==> config.mk <==
export PLATFORM = sky130hd
export DESIGN_NAME = ifetch_stage
export DESIGN_NICKNAME = d
export VERILOG_FILES = /design/src/rtl/ifetch_stage.sv
export SDC_FILE = /design/constraint.sdc
export NUM_CORES = 1
export LEC_CHECK = 0
export BUFFER_PORTS_ARGS = -buffer_cell sky130_fd_sc_hd__clkbuf_2
export CAP_MARGIN = 20
export CORE_MARGIN = 2
export CORE_UTILIZATION = 45
export CTS_CLUSTER_DIAMETER = 50
export DETAILED_ROUTE_END_ITERATION = 7
export GPL_TIMING_DRIVEN = 0
export PLACE_DENSITY = 0.81
export SYNTH_ARGS = -nofsm -noshare
export SYNTH_HDL_FRONTEND = slang
export SYNTH_SLANG_ARGS = --single-unit
==> constraint.sdc <==
create_clock -name CLK -period 1.9 [get_ports CLK]
set_input_delay 0.19 -clock CLK [delete_from_list [all_inputs] [get_ports CLK]]
set_output_delay 0.19 -clock CLK [all_outputs]
set_load 0.05 [all_outputs]
==> src/rtl/ifetch_stage.sv <==
// ifetch_stage: PC register, next-PC select, imem request and IF/ID latch
//   CLK, nRST                       clock, synchronous active-low reset
//   ihit, imemload                  imem response (valid, data)
//   imemREN, imemaddr               imem request (enable, address = pc)
//   stall                           decode cannot accept a new instruction
//   pc_sel, br_addr/j_addr/jr_addr  redirect select and targets
//   if_instr, if_pc, if_valid       IF/ID latch (instruction, pc+4, valid)
//   fetch_halted                    high while fetch is parked on a halt
module ifetch_stage #(
  parameter logic [31:0] PC_INIT  = 32'h0000_0000,
  parameter logic [31:0] NOP_WORD = 32'h0000_0000,
  parameter logic [5:0]  HALT_OP  = 6'b111111
) (
  input  logic        CLK,
  input  logic        nRST,
  input  logic        ihit,
  input  logic [31:0] imemload,
  output logic        imemREN,
  output logic [31:0] imemaddr,
  input  logic        stall,
  input  logic [1:0]  pc_sel,
  input  logic [31:0] br_addr,
  input  logic [31:0] j_addr,
  input  logic [31:0] jr_addr,
  output logic [31:0] if_instr,
  output logic [31:0] if_pc,
  output logic        if_valid,
  output logic        fetch_halted
);
  typedef enum logic [1:0] {FETCH, HOLD, HALT} state_t;
  state_t      state;
  logic [31:0] pc, hold_buf, npc, target;
  logic        redirect;
  assign npc          = pc + 32'd4;
  assign redirect     = pc_sel != 2'd0;
  assign target       = pc_sel == 2'd1 ? br_addr : pc_sel == 2'd2 ? j_addr : jr_addr;
  assign imemaddr     = pc;
  assign imemREN      = state == FETCH;
  assign fetch_halted = state == HALT;
  always_ff @(posedge CLK) begin
    if (!nRST) begin
      pc       <= PC_INIT;
      state    <= FETCH;
      hold_buf <= NOP_WORD;
      if_instr <= NOP_WORD;
      if_pc    <= 32'd0;
      if_valid <= 1'b0;
    end else if (redirect) begin
      pc       <= target;
      state    <= FETCH;
      if_instr <= NOP_WORD;
      if_pc    <= 32'd0;
      if_valid <= 1'b0;
    end else begin
      case (state)
        FETCH: begin
          if (ihit && !stall) begin
            if_instr <= imemload;
            if_pc    <= npc;
            if_valid <= 1'b1;
            pc       <= npc;
            state    <= imemload[31:26] == HALT_OP ? HALT : FETCH;
          end else if (ihit) begin
            // park the word so the stalled instruction is delivered without a refetch
            hold_buf <= imemload;
            state    <= HOLD;
          end else if (!stall) begin
            if_instr <= NOP_WORD;
            if_pc    <= 32'd0;
            if_valid <= 1'b0;
          end
        end
        HOLD: begin
          if (!stall) begin
            if_instr <= hold_buf;
            if_pc    <= npc;
            if_valid <= 1'b1;
            pc       <= npc;
            state    <= hold_buf[31:26] == HALT_OP ? HALT : FETCH;
          end
        end
        default: begin
          if (!stall) begin
            if_instr <= NOP_WORD;
            if_pc    <= 32'd0;
            if_valid <= 1'b0;
          end
        end
      endcase
    end
  end
endmodule

---- After elaboration in Yosys (flattened, before gate mapping) ----
Index checks and enable logic that the tools add are counted.
cells by class
  bitwise gates (word level) .............. 3
  reductions and logical operators ........ 11
  mux-type cells .......................... 26
  eq/ne operators ......................... 11
  add/subtract/negate cells ............... 1
operators with widths
  cell                     number
  $mux W32                 12
  $pmux W32 S2             3
  $add A32 B3 Y32 const B  1
  $eq A6 B6 Y1 const B     2
  $mux W2                  5
  $ne A3 B2 Y1 const B     2
  $reduce_and A3 Y1        2
  $eq A2 B1 Y1 const B     2
  $eq A2 B2 Y1 const B     2
  $mux W1                  4
  $pmux W2 S2              1
  $reduce_and A4 Y1        1
  $reduce_bool A2 Y1       2
  $ne A3 B1 Y1 const B     1
  $ne A3 B3 Y1 const B     1
  $not A1 Y1               3
  $reduce_bool A3 Y1       1
  $logic_not A2 Y1         1
  $ne A2 B2 Y1 const B     1
  $pmux W1 S2              1
  $reduce_and A2 Y1        1
  $reduce_or A2 Y1         1
  $logic_and A1 B1 Y1      1
  $logic_not A1 Y1         1
storage, ports and cells
  logic and storage cells ................. 58
  flip-flop bits (word level) ............. 131
  output and inout bits ................... 99
  input port bits ......................... 134

---- Longest topological paths before layout ----
Gate-level depths: netlist of the first run.
  depth after elaboration ................. 5
  mapped depth ............................ 7
  depth with buffers taken out ............ 6

---- Least setup slack after synthesis of the first run ----
OpenSTA, ideal clock, no wires.
  path kind ............................... register to register
  start ................................... register pc[2] (netlist: imemaddr[2])
  end ..................................... register if_pc[30]
  setup time .............................. 0.070 ns
  arrival ................................. 2.107 ns
  stages on the path, launching flop included .. 8
  period minus slack after synthesis ...... 2.177 ns
  setup slack ............................. -0.277 ns
  path buffers ............................ 1
  cells stage by stage .................... dfxtp_1 -> ha_1 -> nand4_1 -> nor3_2 -> buf_4 -> nand3_1 -> xor2_1 -> a21oi_1
on the way
  cells in the longest elaborated chain, start to end .. 3
  elaborated cells on any way between the ends .. 4
  those cells by class .................... 1 x add/sub; 3 x mux
RTL lines
  element                      line    text
  start: declaration           32      logic [31:0] pc, hold_buf, npc, target;
  start signal: assignment     49      pc <= target;
  start signal: assignment     61      pc <= npc;
  start signal: assignment     78      pc <= npc;
  $add A32 B3 Y32 *            34      assign npc = pc + 32'd4;
  $mux W32 (on tied branches)  74, 57
  $pmux W32 S2 *               55      case (state)
  end signal: assignment       59      if_pc <= npc;
  end signal: assignment       76      if_pc <= npc;
  end: declaration             26      output logic [31:0] if_pc,
Mark *: on every way between the ends. The rest lies on a longest branch, timed or not. The select of a mux whose other input is x is not followed.
A chain may end at the register's enable or synchronous reset.

---- Worst setup path in the final report of the first run ----
  start ................................... register pc[10] (netlist: imemaddr[10])
  end ..................................... register pc[20] (netlist: imemaddr[20])
on the way
  cells in the longest elaborated chain, start to end .. 4
  elaborated cells on any way between the ends .. 5
  those cells by class .................... 1 x add/sub; 4 x mux
RTL lines
  element                      line    text
  $add A32 B3 Y32 *            34
  $mux W32 (on tied branches)  74, 57
  $pmux W32 S2 *               55
  $mux W32 *                   48      end else if (redirect) begin
Marked as above.

==> impl_metrics.ini, run 1 <==
[sta]
skew_ps = 11.8
layout_setup_ws_ps = 42.4
hold_viol_final = 0
slew_viol_final = 0
rsz0062_at_grt = true
period_share_pct = 97.8
relSlewSlack_pct = 50.7
setup_violations = 0
worst_slew_pin_slew_ps = 739
max_freq_ghz = 0.538
timing.hold.ws_ps = 4.23
finalCriticalPeriod_ps = 1860

[synth]
ys_warn_count = 0
synth_top_area_share_pct = 41.2
ys_ff_latch = 131
synth.distinct_cells = 56
syn-num-nets = 874
ys_seq_area_share_pct = 41.2
synth.area.top_cells = dfxtp_1, nand2_1, a222oi_1, mux2_2, a22oi_1
avgSynthCellArea_um2 = 8.62
syn_area_um2 = 6370
syn_inst = 739
synth_largest_area_cell = dfxtp_1

[clocking]
clkLatencyLatePin_ps = 420
cts_root_buf = clkbuf_16
cts_sinks = 131
clockBufferDepth = 2
clk_pin_slew_ps = 60
cts_tree = built
cts-buffers-inserted = 17
h-tree-depth = 4

[finish]
layout_common_cells = clkbuf_2, nand2_1, dfxtp_1, nor2_1, a21oi_1
area_growth_pct = 34.0
final_common_cell = clkbuf_2
fin_area_um2 = 8540
fin_util_pct = 61.7
nets = 1133
diodes = 0
fillers = 1201
drive_gt1_share_pct = 36.7

[worst_setup_path]
crit_required_ps = 2170
cp_top_family = buffers and inverters
critPathLaunchType = flip-flop
critPathMaxFanout = 10
cpPeakStageDelay_ps = 330
critical_path.reg2reg.endpoint = imemaddr[20]$_SDFFE_PN0P_
ff2ff_path_depth = 8
cp.arrival_ps = 2130
critPathSlowestCell = dfxtp_2
end_kind = flip-flop
reg2reg_slack_ps = 40
crit_type = reg -> reg
reg2reg_from = imemaddr[10]$_SDFFE_PN0P_
crit_chain = clkbuf_4, nand4_1, buf_4, nor3_4, buf_6, nand3_2, xor2_1, o22ai_1
path_buf_inv = 3

[global_routing]
grt_max_degree = 17
grt_antenna_before_repair = 0
track_usage_pct = 28.6
grt_pass1_vias = 6303
grt_pass1_wl_um = 33200
overflow = 0

[placement]
post-dp-hpwl_um = 16400
io_buffers = 231
place_congestion = 0.910
place_area_um2 = 7790
post-place-ws_ps = -322

[power_and_ir_drop]
power_density_nw_per_um2 = 839
ir_drop_mv = 0.770
p_leak_nw = 3.51

[detailed_routing]
drtIter0Drc = 986
vias_per_cell = 5.82
vias = 6927
wire_per_inst_um = 18.4
ant_nets = 0
drc = 0
firstDrtPassIters = 7
routed_wl_um = 21900

[die]
initial_core_util_pct = 46.1
rows = 43
ioPinCount = 233
core-area_um2 = 13800
dieArea_um2 = 15100
die_height_um = 123
die_w_um = 123

[worst_hold_path]
min_path_type = in -> reg
hold_path_end = hold_buf[15]$_SDFFE_PN0P_
hp-start = imemload[15]
hold_path_depth = 3

[status]
outcome = complete, no violations

[run]
cap_viol_max_count = 0
[registers in the layout (all words and copies together), names as in the netlist]
name and flops:
hold_buf 32, if_instr 32, if_pc 32, if_valid 1, imemaddr 32, state 2
[worst max path at each step]
stage,from,end,slack (ps),cells after the start
after floorplan,imemaddr[3]$_SDFFE_PN0P_,if_pc[30]$_SDFFE_PP0P_,-20,7
final,imemaddr[10]$_SDFFE_PN0P_,imemaddr[20]$_SDFFE_PN0P_,40,8
after CTS,state[0]$_SDFFE_PP0P_,imemaddr[16]$_SDFFE_PN0P_,6,7
after detailed placement,pc_sel[0],imemaddr[26]$_SDFFE_PN0P_,-320,7
after global routing,imemaddr[2]$_SDFFE_PN0P_,imemaddr[18]$_SDFFE_PN0P_,-30,8
after global placement,pc_sel[0],imemaddr[30]$_SDFFE_PN0P_,-280,7
[metal layers]
metal / vias to the layer above / share of wire [%] / routed length [µm] / track usage [%]
met5: - / 0 / 0 / 0
met4: 0 / 3.4 / 749 / 12.3
li1: 3224 / - / - / -
met1: 3262 / 41 / 8940 / 37.5
met2: 384 / 47 / 10300 / 45.4
met3: 57 / 8.8 / 1940 / 6.37
[cells in the mapped netlist, drive strengths merged]
cell type	count
o31ai	1
clkbuf	35
mux2	23
o22ai	16
a32o	2
a22oi	34
nand2b	1
nand3	20
or3	3
nor2	62
mux4	5
or2	2
a311oi	1
and2	7
ha	1
o211ai	4
nand4b	1
buf	26
a22o	3
a211oi	3
nor3	17
nor4	8
o21bai	1
and4	4
inv	9
o2bb2ai	2
o21ai	36
dfxtp	131
nand4	21
a311o	1
xor2	22
mux2i	4
nand2	123
a222oi	27
a221o	2
a41oi	1
nor4b	2
a21oi	48
nor2b	1
and3	6
xnor2	23
[worst register-to-register path: cells and delay by family (launching register included)]
kind            cells  cell delay (ps)
xor+xnor            1              170
buf+inv             3              570
simple gates        3              550
compound gates      1              100
flops               1              330
[repair_timing]
action	4_1_cts	5_1_grt
buffers inserted	4	5
endpoints found under the setup margin	42	55
hold buffers	0	2
resized for setup	11	22
pin swaps	3	8
cloned	0	0
hold endpoints to repair	0	2
[through the flow]
| stage | cells | total power [mW] | TNS [ps] |
|---|---|---|---|
| 2_1_floorplan | 739 | 3.64 | -20.8 |
| 3_3_place_gp | 1150 | 4.02 | -6840 |
| 3_5_place_dp | 1150 | 4.04 | -7930 |
| 4_1_cts | 1186 | 7.13 | 0 |
| 5_1_grt | 1191 | 7.39 | -65.4 |
| 6_report | 1191 | 7.17 | 0 |
[layout make-up]
class | instances | area, µm² | share of cell area [%]
buffer | 59 | 279 | 3.27
clock buffer | 19 | 443 | 5.19
clock inverter | 13 | 124 | 1.45
inverter | 9 | 33.8 | 0.396
multi-input combinational | 538 | 3530 | 41.4
sequential | 131 | 2650 | 31.1
tap | 180 | 225 | 2.64
timing repair buffer | 242 | 1250 | 14.6
[kinds of logic after synthesis]
logic type      synth area share, %
simple gates                   21.8
compound gates                 19.5
flops                          41.2
buf+inv                        4.68
xor+xnor                       6.19
mux                            6.46
fa+ha+maj                     0.196
[where the power goes]
group / switching (mW) / internal, mW
combinational: 0.684 / 0.386
clock: 1.29 / 1.85
sequential: 0.117 / 2.83
total: 2.10 / 5.07
Power figures use the tool's default switching activity.
==> run 2, diff against run 1 <==
--- a/config.mk
+++ b/config.mk
@@ -5,6 +5,7 @@
 export SDC_FILE = /design/constraint.sdc
 export NUM_CORES = 1
 export LEC_CHECK = 0
+export ABC_AREA = 1
 export BUFFER_PORTS_ARGS = -buffer_cell sky130_fd_sc_hd__clkbuf_2
 export CAP_MARGIN = 20
 export CORE_MARGIN = 2
@@ -12,7 +13,7 @@
 export CTS_CLUSTER_DIAMETER = 50
 export DETAILED_ROUTE_END_ITERATION = 7
 export GPL_TIMING_DRIVEN = 0
-export PLACE_DENSITY = 0.81
+export PLACE_DENSITY = 0.8
 export SYNTH_ARGS = -nofsm -noshare
 export SYNTH_HDL_FRONTEND = slang
 export SYNTH_SLANG_ARGS = --single-unit
==> impl_metrics.ini, run 2 <==
[status]
outcome = complete, no violations

[synth]
synth_top_area_share_pct = 39.6
syn-num-nets = 1102
ys_warn_count = 0
ys_ff_latch = 131
synth.area.top_cells = dfxtp_1, nand2_1, o21ai_0, nor2_1, a21oi_1
syn_area_um2 = 6620
synth_largest_area_cell = dfxtp_1
synthFlopType = dfxtp_1
synth.distinct_cells = 35
synth_edf_count = 0
post-synth-top-count-cell = nand2_1
ys_seq_area_share_pct = 39.6
syn_inst = 967
synthArstFlopShare_pct = 0
synthTopCellsByCount = nand2_1, dfxtp_1, nor2_1
avgSynthCellArea_um2 = 6.84

[worst_setup_path]
cp_top_family = simple AND/OR/NAND/NOR gates
ff2ff_path_depth = 9
crit_chain = ha_1, nand2_1, nor2_4, nand2_2, nor2_4, nand3_1, xor2_2, nand2_1, a21oi_1
cp.arrival_ps = 2230
cpPeakStageDelay_ps = 410
crit_type = reg -> reg
critPathMaxFanout = 5
path_buf_inv = 0
crit_required_ps = 2250
end_kind = flip-flop
crit_cells = 9
critPathLaunchType = flip-flop
critPathSlowestCell = dfxtp_2

[detailed_routing]
routed_wl_um = 22700
drc = 0
wire_per_inst_um = 16.0
ant_nets = 0
drtIter0Drc = 646
vias_per_cell = 5.40
vias = 7648
firstDrtPassIters = 5

[clocking]
cts_tree = built
clkLatencyLatePin_ps = 420
cts_setup_buffers = 0
cts_sinks = 131
clk_pin_slew_ps = 70
cts_root_buf = clkbuf_16
h-tree-depth = 4
cts-buffers-inserted = 17
clockBufferDepth = 2

[power_and_ir_drop]
p_int_mw = 4.94
share_comb_of_total_power_pct = 16.3
p_sw_mw = 2.36
power_frac_seq_pct = 40.6
power_switching_share_pct = 32.4
clkPwrFrac_pct = 43.1
p_total_mw = 7.31
p_leak_nw = 3.79
ir_drop_mv = 0.584
power_density_nw_per_um2 = 844

[sta]
slew_viol_final = 0
max_freq_ghz = 0.531
skew_ps = 9.60
worst_slew_pin_slew_ps = 684
layout_setup_ws_ps = 18.1
finalCriticalPeriod_ps = 1880
period_share_pct = 99.0
relSlewSlack_pct = 54.4
timing.hold.ws_ps = 9.48
setup_violations = 0
hold_viol_final = 0

[die]
die_height_um = 125
dieArea_um2 = 15700
core-area_um2 = 14500
initial_core_util_pct = 45.7
die_w_um = 125
rows = 44
ioPinCount = 233

[global_routing]
track_usage_pct = 28.3
grt_max_degree = 17
overflow = 0
grt_pass1_vias = 7047
grt_pass1_wl_um = 35700
grt_antenna_before_repair = 0

[placement]
post-place-ws_ps = -35.2
io_buffers = 230
post-dp-hpwl_um = 17200
place_area_um2 = 8000
place_congestion = 0.962
placed_cells = 1381

[finish]
nets = 1355
final_common_cell = nand2_1
finalNonFillerCells = 1417
area_growth_pct = 30.7
fin_area_um2 = 8650
fillers = 1372
diodes = 0
drive_gt1_share_pct = 26.4
layout_common_cells = nand2_1, clkbuf_2, dfxtp_1, nor2_1, o21ai_0

[worst_hold_path]
min_path_type = in -> reg
hold_path_depth = 3

[run]
cap_viol_max_count = 0
==> run 2: cell type report <==
cell class / instances / area [µm²] / share of cell area [%]
buffer: 53 / 270 / 3.12
clock inverter: 15 / 141 / 1.63
sequential: 131 / 2630 / 30.4
clock buffer: 17 / 425 / 4.92
multi-input combinational: 731 / 3570 / 41.3
tap: 184 / 230 / 2.66
timing repair buffer: 234 / 1190 / 13.8
inverter: 52 / 195 / 2.26
==> run 2: metal layers <==
layer  track usage, %  routed length, µm  vias to the layer above
li1                 -                  -                     3736
met1             37.5               9750                     3480
met4             11.6                732                        0
met5                0                  0                        -
met2             44.5              10400                      380
met3             6.97               1880                       52
==> run 2: timing repair <==
item | 4_1_cts | 5_1_grt
endpoints found under the hold margin | 4 | 0
hold buffers | 4 | 0
endpoints found under the setup margin | 2 | 18
pin swaps | 0 | 2
gates resized for setup | 1 | 10
==> run 2: worst paths after layout <==
kind / from / end / slack, ps
worst max-delay path: imemaddr[2]$_SDFFE_PN0P_ / if_pc[20]$_SDFFE_PP0P_ / 20
worst min-delay path: imemload[12] / hold_buf[12]$_SDFFE_PN0P_ / 9
worst min register to register: if_pc[16]$_SDFFE_PP0P_ / if_pc[16]$_SDFFE_PP0P_ / 450
worst max register to register: imemaddr[2]$_SDFFE_PN0P_ / if_pc[20]$_SDFFE_PP0P_ / 20
==> run 2: power groups by stage <==
| stage | registers, mW | logic (mW) | clock network (mW) |
|---|---|---|---|
| after floorplan | 3.26 | 0.499 | 0 |
| after global placement | 3.02 | 1.15 | 0 |
| after detailed placement | 3.02 | 1.16 | 0 |
| after CTS | 2.96 | 1.17 | 3.17 |
| after global routing | 2.98 | 1.28 | 3.31 |
| final | 2.97 | 1.19 | 3.15 |
==> run 2: kinds of logic after synthesis <==
family	count (synthesis)	synth area share, %
compound gates	231	19.7
xor+xnor	19	2.51
fa+ha+maj	1	0.189
buf+inv	105	7.03
flops	131	39.6
simple gates	480	30.9
==> run 2: stage by stage <==
stage	setup TNS, ps	util [%]
after floorplan	0	-
final	0	59.8
after global routing	-13.7	59.8
after CTS	0	59.5
after detailed placement	-35.2	55.3
after global placement	-2.06	55.3
==> run 2: worst reg2reg max path, stage by stage (launching register included) <==
cell,delay (ps)
dfxtp_2,410
ha_1,210
nand2_1,90
nor2_4,150
nand2_2,140
nor2_4,220
nand3_1,150
xor2_2,210
nand2_1,100
a21oi_1,130
==> run 3, diff against run 2 <==
==> constraint.sdc (replaced) <==
create_clock -name CLK -period 2.2 [get_ports CLK]
set_input_delay 0.22 -clock CLK [delete_from_list [all_inputs] [get_ports CLK]]
set_output_delay 0.22 -clock CLK [all_outputs]
set_load 0.05 [all_outputs]
==> impl_metrics.ini, run 3 (synthesis results as in run 2) <==
[detailed_routing]
vias = 7601
drc = 0
wl_met2_um = 10400
drt-met1-wl_um = 9230
ant_nets = 0
wl_met3_um = 1940
wire_per_inst_um = 15.8
firstDrtPassIters = 5
vias_per_cell = 5.38
highest_layer = met4
routed_wl_um = 22400
drtIter0Drc = 665

[power_and_ir_drop]
ir_drop_mv = 0.533
power_density_nw_per_um2 = 732
p_leak_nw = 3.77
p_total_mw = 6.28

[sta]
finalCriticalPeriod_ps = 1970
max_freq_ghz = 0.508
timing.hold.ws_ps = 16.9
rsz0062_at_grt = false
slew_viol_final = 0
fin_setup_tns_ps = 0
setup_violations = 0
layout_setup_ws_ps = 231
skew_ps = 7.46
hold_viol_final = 0
relSlewSlack_pct = 56.8
worst_slew_pin_slew_ps = 647
period_share_pct = 89.5

[clocking]
cts_root_buf = clkbuf_16
cts_tree = built
clk_pin_slew_ps = 70
clkLatencyLatePin_ps = 440
cts_setup_buffers = 0
post_cts_resized = 0
cts_hold_buf = 0
cts-buffers-inserted = 17
h-tree-depth = 4
clockBufferDepth = 2
cts_sinks = 131

[placement]
io_buffers = 230
post-dp-hpwl_um = 17100
place_area_um2 = 8000
place_congestion = 0.967
placed_cells = 1381
post-place-ws_ps = 176

[die]
initial_core_util_pct = 45.7
core-area_um2 = 14500
ioPinCount = 233
die_height_um = 125
dieArea_um2 = 15700
die_w_um = 125
rows = 44

[worst_setup_path]
critPathLaunchType = flip-flop
end_kind = flip-flop
cp.arrival_ps = 2330
crit_type = reg -> reg
critPathMaxFanout = 6
crit_required_ps = 2560

[status]
outcome = complete, no violations

[global_routing]
track_usage_pct = 28.5
grt_max_degree = 17
grt_pass1_vias = 7260
overflow = 0
grt_pass1_wl_um = 36000
grt_antenna_before_repair = 0

[finish]
fin_area_um2 = 8570
layout_common_cells = nand2_1, clkbuf_2, dfxtp_1, nor2_1, o21ai_0
final_common_cell = nand2_1
diodes = 0
drive_gt1_share_pct = 25.8
fin_util_pct = 59.2
finalNonFillerCells = 1413
nets = 1351
area_growth_pct = 29.5

[run]
cap_viol_max_count = 0

[worst_hold_path]
min_path_type = in -> reg
## run 3: final cells by class
type	instances	area (µm²)
multi-input cells	731	3540
well taps	184	230
plain buffers	53	270
fillers	1378	5900
repair buffers	230	1150
inverters	52	195
clock inverters	15	143
flip-flops and latches	131	2620
clock buffers	17	425
## run 3: final timing paths
kind	from	end	slack [ps]	cells past startpoint
hold / removal	imemload[6]	hold_buf[6]$_SDFFE_PN0P_	20	3
setup reg to reg	imemaddr[11]$_SDFFE_PN0P_	if_pc[23]$_SDFFE_PP0P_	230	8
setup / recovery	imemaddr[11]$_SDFFE_PN0P_	if_pc[23]$_SDFFE_PP0P_	230	8
hold reg to reg	if_pc[12]$_SDFFE_PP0P_	if_pc[12]$_SDFFE_PP0P_	450	2
## run 3: layer usage
| metal | track usage, % | vias to the layer above |
|---|---|---|
| li1 | - | 3740 |
| met4 | 12.6 | 0 |
| met5 | 0 | - |
| met3 | 7.87 | 60 |
| met2 | 46.6 | 334 |
| met1 | 35.3 | 3467 |
## run 3: report_power, final
group	total [mW]	internal [mW]	leakage (nW)	switching, mW
clock network	2.70	1.49	0.270	1.21
logic	1.01	0.310	2.43	0.703
registers	2.56	2.46	1.07	0.105
## run 3: worst max-delay path, stage by stage, from the launching register on
cell	delay, ps
dfxtp_1	500
nand2_1	80
nor2_1	180
nand2_1	90
nor2_2	320
nand2_1	110
xor2_1	340
nand2_1	130
a21oi_1	140
